### config.mk
export PLATFORM = sky130hd
export DESIGN_NAME = seq_decode
export DESIGN_NICKNAME = d
export VERILOG_FILES = /design/src/rtl/seq_pkg.sv /design/src/rtl/seq_decode.sv
export SDC_FILE = /design/constraint.sdc
export NUM_CORES = 1
export LEC_CHECK = 0
export BUFFER_PORTS_ARGS = -buffer_cell sky130_fd_sc_hd__buf_2
export CAP_MARGIN = 20
export CORE_AREA = 2 2 39 41
export DETAILED_ROUTE_END_ITERATION = 16
export DIE_AREA = 0 0 41 43
export PLACE_DENSITY_LB_ADDON = 0.2
export SYNTH_ARGS = -nofsm -noshare
export SYNTH_HDL_FRONTEND = slang
export SYNTH_SLANG_ARGS = --single-unit
### constraint.sdc
create_clock -name vclk -period 1.2
set_input_delay 0.18 -clock vclk [all_inputs]
set_output_delay 0.18 -clock vclk [all_outputs]
set_load 0.01 [all_outputs]
### src/rtl/seq_pkg.sv
// Shared definitions for the random-sequence checker: the 8-entry value
// sequence, FSM state encoding and sequence lookup helpers.
package seq_pkg;

   localparam int unsigned SEQ_LEN = 8;
   localparam int unsigned VAL_W   = 4;
   localparam int unsigned IDX_W   = 3;

   // Sequence values indexed by position
   localparam logic [VAL_W-1:0] SEQ_VALUES [SEQ_LEN] = '{
      4'd0, 4'd4, 4'd7, 4'd8, 4'd10, 4'd13, 4'd9, 4'd15
   };

   typedef enum logic [1:0] {
      HUNT   = 2'd0,
      VERIFY = 2'd1,
      LOCKED = 2'd2
   } state_t;

   // True when v appears somewhere in the sequence
   function automatic logic is_legal(input logic [VAL_W-1:0] v);
      case (v)
         4'd0, 4'd4, 4'd7, 4'd8, 4'd10, 4'd13, 4'd9, 4'd15: return 1'b1;
         default:                                           return 1'b0;
      endcase
   endfunction

   // Position of v in the sequence; illegal values map to 0
   function automatic logic [IDX_W-1:0] pos(input logic [VAL_W-1:0] v);
      case (v)
         4'd4:    return 3'd1;
         4'd7:    return 3'd2;
         4'd8:    return 3'd3;
         4'd10:   return 3'd4;
         4'd13:   return 3'd5;
         4'd9:    return 3'd6;
         4'd15:   return 3'd7;
         default: return 3'd0;
      endcase
   endfunction

   // Value that follows v, wrapping 15 back to 0
   function automatic logic [VAL_W-1:0] succ(input logic [VAL_W-1:0] v);
      return SEQ_VALUES[IDX_W'(pos(v) + 3'd1)];
   endfunction

endpackage

### src/rtl/seq_decode.sv
// Combinational decode of a sample into legality flag and sequence position.
module seq_decode
   import seq_pkg::*;
(
   input  logic [VAL_W-1:0] q,
   output logic             legal,
   output logic [IDX_W-1:0] position
);

   // Table lookup via the shared helpers
   always_comb begin
      legal    = is_legal(q);
      position = pos(q);
   end

endmodule

==> results.tsv, run 1 <==
stage	metric	value	unit
cells_and_area	Nets	48	
run_status	violated checks	setup timing	
timing	period utilization	110.8	%
cells_and_area	sequential cells	0	
timing	Max Clock Freq	751.9	MHz
power	Net Sw Frac	41.18	%
power	Reg power frac	0	%
timing	final setup margin	-129.9	ps
yosys	Syn. warnings	0	
floorplan	Ports	8	
setup_path	CP max FO	2	
drt	vias	193	
clock_tree	CTS Hold Bufs	0	
timing	fin crit period	1330	ps
yosys	Synth Instances	20	
yosys	Seq/Total Area, Yosys	0	%
floorplan	die area	1763	µm²
timing	Slew Limit Fails	0	
cells_and_area	layout cells sized above 1	72.97	%
setup_path	Worst Setup SP	q[1]	
setup_path	CP delay by family, top	multiplexers	
floorplan	Core Region	1384	µm²
drt	Via density	3.642	
drt	post-route ant nets	0	
setup_path	max incr delay on CP	450	ps
setup_path	CP cell instances	buf_8 -> inv_4 -> ha_4 -> inv_2 -> mux4_2 -> buf_6	
setup_path	critical path startpoint category	input pin	
global_route	GR Overflow Total	0	
floorplan	Die Wd	41	µm
yosys	syn nets	29	
power	Pwr Density	327.8	nW/µm²
run_status	run status	finished with violations	
yosys	top cells by area, synth	ha_1 38%, mux4_2 14%, inv_1 12%, mux2_2 6.9%, xnor2_1 5.4%	
global_route	initial antenna violation count	0	
yosys	post-synth top area cell	ha_1	
timing	Hold Vio Cnt, Final	0	
setup_path	Worst setup EP type	output pin	
worst_hold_path	WHS Endpoint	legal	
setup_path	critical path data required time	1020	ps
yosys	syn_area_per_cell	8.133	µm²
worst_hold_path	Hold Path Depth	3	
timing	Least-Margin Pin Slew	140.6	ps
floorplan	Initial Utilization	11.75	%
global_route	largest net degree at the start of global routing	6	
cells_and_area	final core utilization	26.58	%
power	Final Power	0.0001206	W
timing	unrepaired setup endpoints after global routing	yes	
drt	drt wl/cell	8.811	µm
drt	final WL	467	µm
worst_hold_path	Min-Delay Path Class	in2out	
power	Logic pwr share	100.0	%
cells_and_area	post-route insts no fill	53	
power	Peak VDD IR	0.00008620	V
global_route	GRT Total Usage	5.900	%
cells_and_area	# clk buffers	0	
setup_path	slowest cell on the critical path	mux4_2	
cells_and_area	FF/Latch Area	0	µm²
power	Switch Pwr	0.00004965	W
cells_and_area	Antenna Cells	0	
timing	# setup viols final	3	
timing	Max-slew headroom	90.59	%
setup_path	kind of critical path	in2out	
cells_and_area	Syn-to-layout area delta	126.2	%
global_route	vias in the first global route	175	
floorplan	FP Rows	14	
power	Clock Power Share	0	%
yosys	Cell variety after synth	12	
power	Pint	0.00007093	W
drt	number of DRC markers in iteration 0	3	
power	Leak	0.1698	nW
setup_path	CP bufs+invs	4	
global_route	first-pass GRT wire length	752	µm
yosys	cell area after synthesis	162.7	µm²
yosys	area fraction of the dominant cell type after synthesis	38.46	%
drt	router iterations before antenna repair	3	
drt	number of remaining DRC errors	0	
job	Max Cap Violations	0	
setup_path	stages on the worst setup path	6	
placement	I/O Buffers	8	
setup_path	CP arrival	1150	ps
timing	worst hold margin	787.5	ps
placement	pre-CTS setup slack	-201.2	ps
worst_hold_path	min-delay src	q[3]	
placement	Placed Cells	53	
floorplan	die height	43	µm
placement	GPL Wtd Cong	0.5693	
placement	DP Wirelength	375.9	µm
==> per-layer routing <==
layer / vias up / track usage, % / share of wire, %
met5: - / 0 / 0
met4: 0 / 0 / 0
met3: 0 / 0 / 9.2
met2: 8 / 12.81 / 57
met1: 86 / 5.714 / 33
li1: 99 / - / -
==> synthesized netlist by cell type (all sizes together) <==
cell / count
nand2b: 1
o21a: 1
ha: 5
o21ai: 2
nand2: 1
nor2: 1
mux2: 1
mux4: 1
inv: 5
xnor2: 1
o211ai: 1
==> cells in the final DEF, fill, tap and decap left out, drive strengths merged <==
cell type,n
nand2,1
inv,5
nor2,1
o211ai,1
xnor2,1
nand2b,1
mux2,1
o21a,1
mux4,1
ha,5
buf,17
o21ai,2
==> power groups by stage <==
stage	combinational [W]	sequential [W]	clock, W
after floorplan	0.0000390	0	0
after global placement	0.0000904	0	0
after detailed placement	0.0000917	0	0
after CTS	0.000119	0	0
after global routing	0.000135	0	0
final	0.000121	0	0
==> tightest hold or removal path: stages <==
cell and delay, ps:
buf_2 100, mux4_2 230, buf_6 100
==> repair_timing <==
item,in CTS,in global routing
setup buffers,0,0
pin swaps,2,2
setup endpoints to repair,4,4
gates cloned,0,0
gates resized for setup,18,1
==> area by class of cell <==
class	count	area, µm²
inverter	5	23.77
multi-input combinational	15	186.4
fill	160	1016
tap	16	20.02
timing repair buffer	17	137.6
==> logic make-up after synthesis <==
| logic type | after synthesis | share of synthesized area, % |
|---|---|---|
| adders and majority gates | 5 | 38.46 |
| buffers and inverters | 5 | 11.54 |
| AOI/OAI and AO/OA | 4 | 15.38 |
| and+or+nand+nor | 3 | 8.460 |
| muxes | 2 | 20.77 |
| xor gates and xnor gates | 1 | 5.386 |
==> per-stage QoR <==
| step | cell area (µm²) | TNS [ps] |
|---|---|---|
| 5_1_grt | 367.9 | -413.5 |
| 3_5_place_dp | 290.3 | -561.9 |
| 3_3_place_gp | 290.3 | -512.1 |
| 4_1_cts | 367.9 | -322.4 |
| 6_report | 367.9 | -313.4 |
| 2_1_floorplan | 162.7 | 0 |
==> worst max path at each step <==
stage | end | slack (ps)
final | legal | -130
after floorplan | legal | 40
after detailed placement | legal | -200
after global routing | legal | -160
after global placement | legal | -180
after CTS | legal | -140
Power figures use the tool's default switching activity.
==> run 2: changes to the inputs <==
--- a/config.mk
+++ b/config.mk
@@ -5,12 +5,14 @@
 export SDC_FILE = /design/constraint.sdc
 export NUM_CORES = 1
 export LEC_CHECK = 0
+export ABC_CLOCK_PERIOD_IN_PS = 1200
 export BUFFER_PORTS_ARGS = -buffer_cell sky130_fd_sc_hd__buf_2
 export CAP_MARGIN = 20
 export CORE_AREA = 2 2 39 41
 export DETAILED_ROUTE_END_ITERATION = 16
 export DIE_AREA = 0 0 41 43
 export PLACE_DENSITY_LB_ADDON = 0.2
+export SETUP_SLACK_MARGIN = 0.3
 export SYNTH_ARGS = -nofsm -noshare
 export SYNTH_HDL_FRONTEND = slang
 export SYNTH_SLANG_ARGS = --single-unit
==> run 2 against run 1 <==
Against the previous run: the flow still finishes with violations (setup timing); wire length decreased by 14%; clock-buffer cell count unchanged; total power increased by 0.42%; global-route usage decreased by 0.80 points; largest cell class unchanged; highest routed layer unchanged.
==> results.tsv, run 2 (synthesized netlist as in run 1, its figures left out) <==
stage	metric	value	unit	change
global_route	first-pass GRT wire length	683	µm	was 752 µm
setup_path	critical path data required time	1020	ps	about the same
job	Max Cap Violations	0		unchanged
cells_and_area	layout cells sized above 1	66.67	%	was 72.97%
drt	DRT met1 WL	170	µm	was 155 µm
placement	I/O Buffers	8		unchanged
setup_path	Worst setup EP type	output pin		unchanged
drt	post-route ant nets	0		unchanged
timing	unrepaired setup endpoints after global routing	yes		unchanged
setup_path	CP max FO	3		was 2
timing	Setup TNS Final	-328.8	ps	was -313.4 ps
timing	fin crit period	1339	ps	was 1330 ps
placement	pre-CTS setup slack	-240.9	ps	was -201.2 ps
drt	WL met2	194	µm	was 268 µm
timing	Least-Margin Pin Slew	141.3	ps	was 140.6 ps
power	Peak VDD IR	0.0001135	V	was 0.00008620 V
timing	# setup viols final	3		unchanged
global_route	GR Overflow Total	0		unchanged
power	Final Power	0.0001211	W	was 0.0001206 W
drt	drt wl/cell	7.731	µm	was 8.811 µm
run_status	violated checks	setup timing		unchanged
drt	Via density	3.615		was 3.642
placement	GPL Wtd Cong	0.6090		was 0.5693
cells_and_area	most common cell after layout, fill and taps aside	buf_4		unchanged
cells_and_area	sequential cells	0		unchanged
placement	placed cell area	307.8	µm²	was 290.3 µm²
drt	number of DRC markers in iteration 0	0		was 3
timing	worst hold margin	782.4	ps	was 787.5 ps
global_route	initial antenna violation count	0		unchanged
global_route	vias in the first global route	184		was 175
timing	Max Clock Freq	746.8	MHz	was 751.9 MHz
setup_path	critical path startpoint category	input pin		unchanged
cells_and_area	Nets	47		was 48
placement	DP Wirelength	359.8	µm	was 375.9 µm
floorplan	Core Region	1384	µm²	unchanged
cells_and_area	post-route cell area	365.4	µm²	was 367.9 µm²
floorplan	die height	43	µm	unchanged
drt	vias	188		was 193
worst_hold_path	Min-Delay Path Class	in2out		unchanged
cells_and_area	commonest non-fill, non-tap cells in the layout	8 x buf_4, 4 x buf_2		was 8 x buf_4, 5 x buf_2, 3 x ha_4
setup_path	max incr delay on CP	260	ps	was 450 ps
cells_and_area	total of fill cells in the finished design	145		was 160
timing	final setup margin	-139.1	ps	was -129.9 ps
cells_and_area	Syn-to-layout area delta	124.6	%	was 126.2%
drt	router iterations before antenna repair	1		was 3
cells_and_area	Antenna Cells	0		unchanged
drt	met3 routed WL	37	µm	was 43 µm
floorplan	Initial Utilization	11.75	%	unchanged
timing	Max-slew headroom	90.54	%	was 90.59%
global_route	largest net degree at the start of global routing	6		unchanged
global_route	GRT Total Usage	5.100	%	was 5.900%
floorplan	Ports	8		unchanged
cells_and_area	# clk buffers	0		unchanged
timing	Slew Limit Fails	0		unchanged
worst_hold_path	Hold Path Depth	3		unchanged
power	Pwr Density	331.4	nW/µm²	was 327.8 nW/µm²
cells_and_area	FF/Latch Area	0	µm²	unchanged
setup_path	kind of critical path	in2out		unchanged
floorplan	FP Rows	14		unchanged
worst_hold_path	min-delay src	q[3]		unchanged
worst_hold_path	WHS Endpoint	legal		unchanged
power	Leak	0.1695	nW	was 0.1698 nW
run_status	run status	finished with violations		unchanged
setup_path	CP bufs+invs	3		was 4
drt	number of remaining DRC errors	0		unchanged
drt	top layer in use	met3		unchanged
floorplan	die area	1763	µm²	unchanged
setup_path	CP cell instances	buf_8 -> buf_4 -> ha_1 -> mux2_2 -> o21a_1 -> buf_6		was buf_8 -> inv_4 -> ha_4 -> inv_2 -> mux4_2 -> buf_6
timing	Hold Vio Cnt, Final	0		unchanged
setup_path	CP arrival	1160	ps	was 1150 ps
drt	final WL	402	µm	was 467 µm
timing	period utilization	111.6	%	was 110.8%
floorplan	Die Wd	41	µm	unchanged
setup_path	CP delay by family, top	buffers and inverters		was multiplexers
clock_tree	CTS Hold Bufs	0		unchanged
setup_path	slowest cell on the critical path	mux2_2		was mux4_2
-- run 2: cell count changes in the layout (fill, tap and decap cells not counted), sizes merged --
cell  delta
buf      -1
-- run 2: final cells by class --
class	count	area [µm²]	share of cell area [%]
repair buffers	16	137.6	37.67
multi-input cells	15	171.4	46.92
inverters	5	36.28	9.932
well taps	16	20.02	5.479
-- run 2: power breakdown --
part	leakage [nW]	switching (W)	total, W	internal [W]
Combinational	0.169	0.0000489	0.000121	0.0000721
Sequential	0	0	0	0
Clock	0	0	0	0
-- run 2: through the flow --
step / util, % / std cells
6_report: 26.40 / 52
3_5_place_dp: 22.24 / 51
4_1_cts: 25.41 / 51
2_1_floorplan: - / 20
3_3_place_gp: 22.24 / 51
5_1_grt: 26.40 / 52
-- run 2: what timing repair did --
item | in CTS | in global routing
setup endpoints to repair | 4 | 4
pin swaps | 3 | 0
resized for setup | 11 | 1
buffers inserted | 0 | 1
-- run 2: per-layer routing --
layer	global-route usage, %	vias up
li1	-	98
met1	6.984	82
met2	9.063	8
met3	0	0
met4	0	0
met5	0	-
-- run 2: how the worst max path moves through the flow --
stage / from / endpoint / slack, ps / cells after the start
6_report: q[1] / position[2] / -140 / 6
3_3_place_gp: q[0] / legal / -240 / 6
5_1_grt: q[1] / position[2] / -160 / 6
4_1_cts: q[0] / legal / -140 / 6
3_5_place_dp: q[0] / legal / -240 / 6
2_1_floorplan: q[0] / legal / 90 / 4
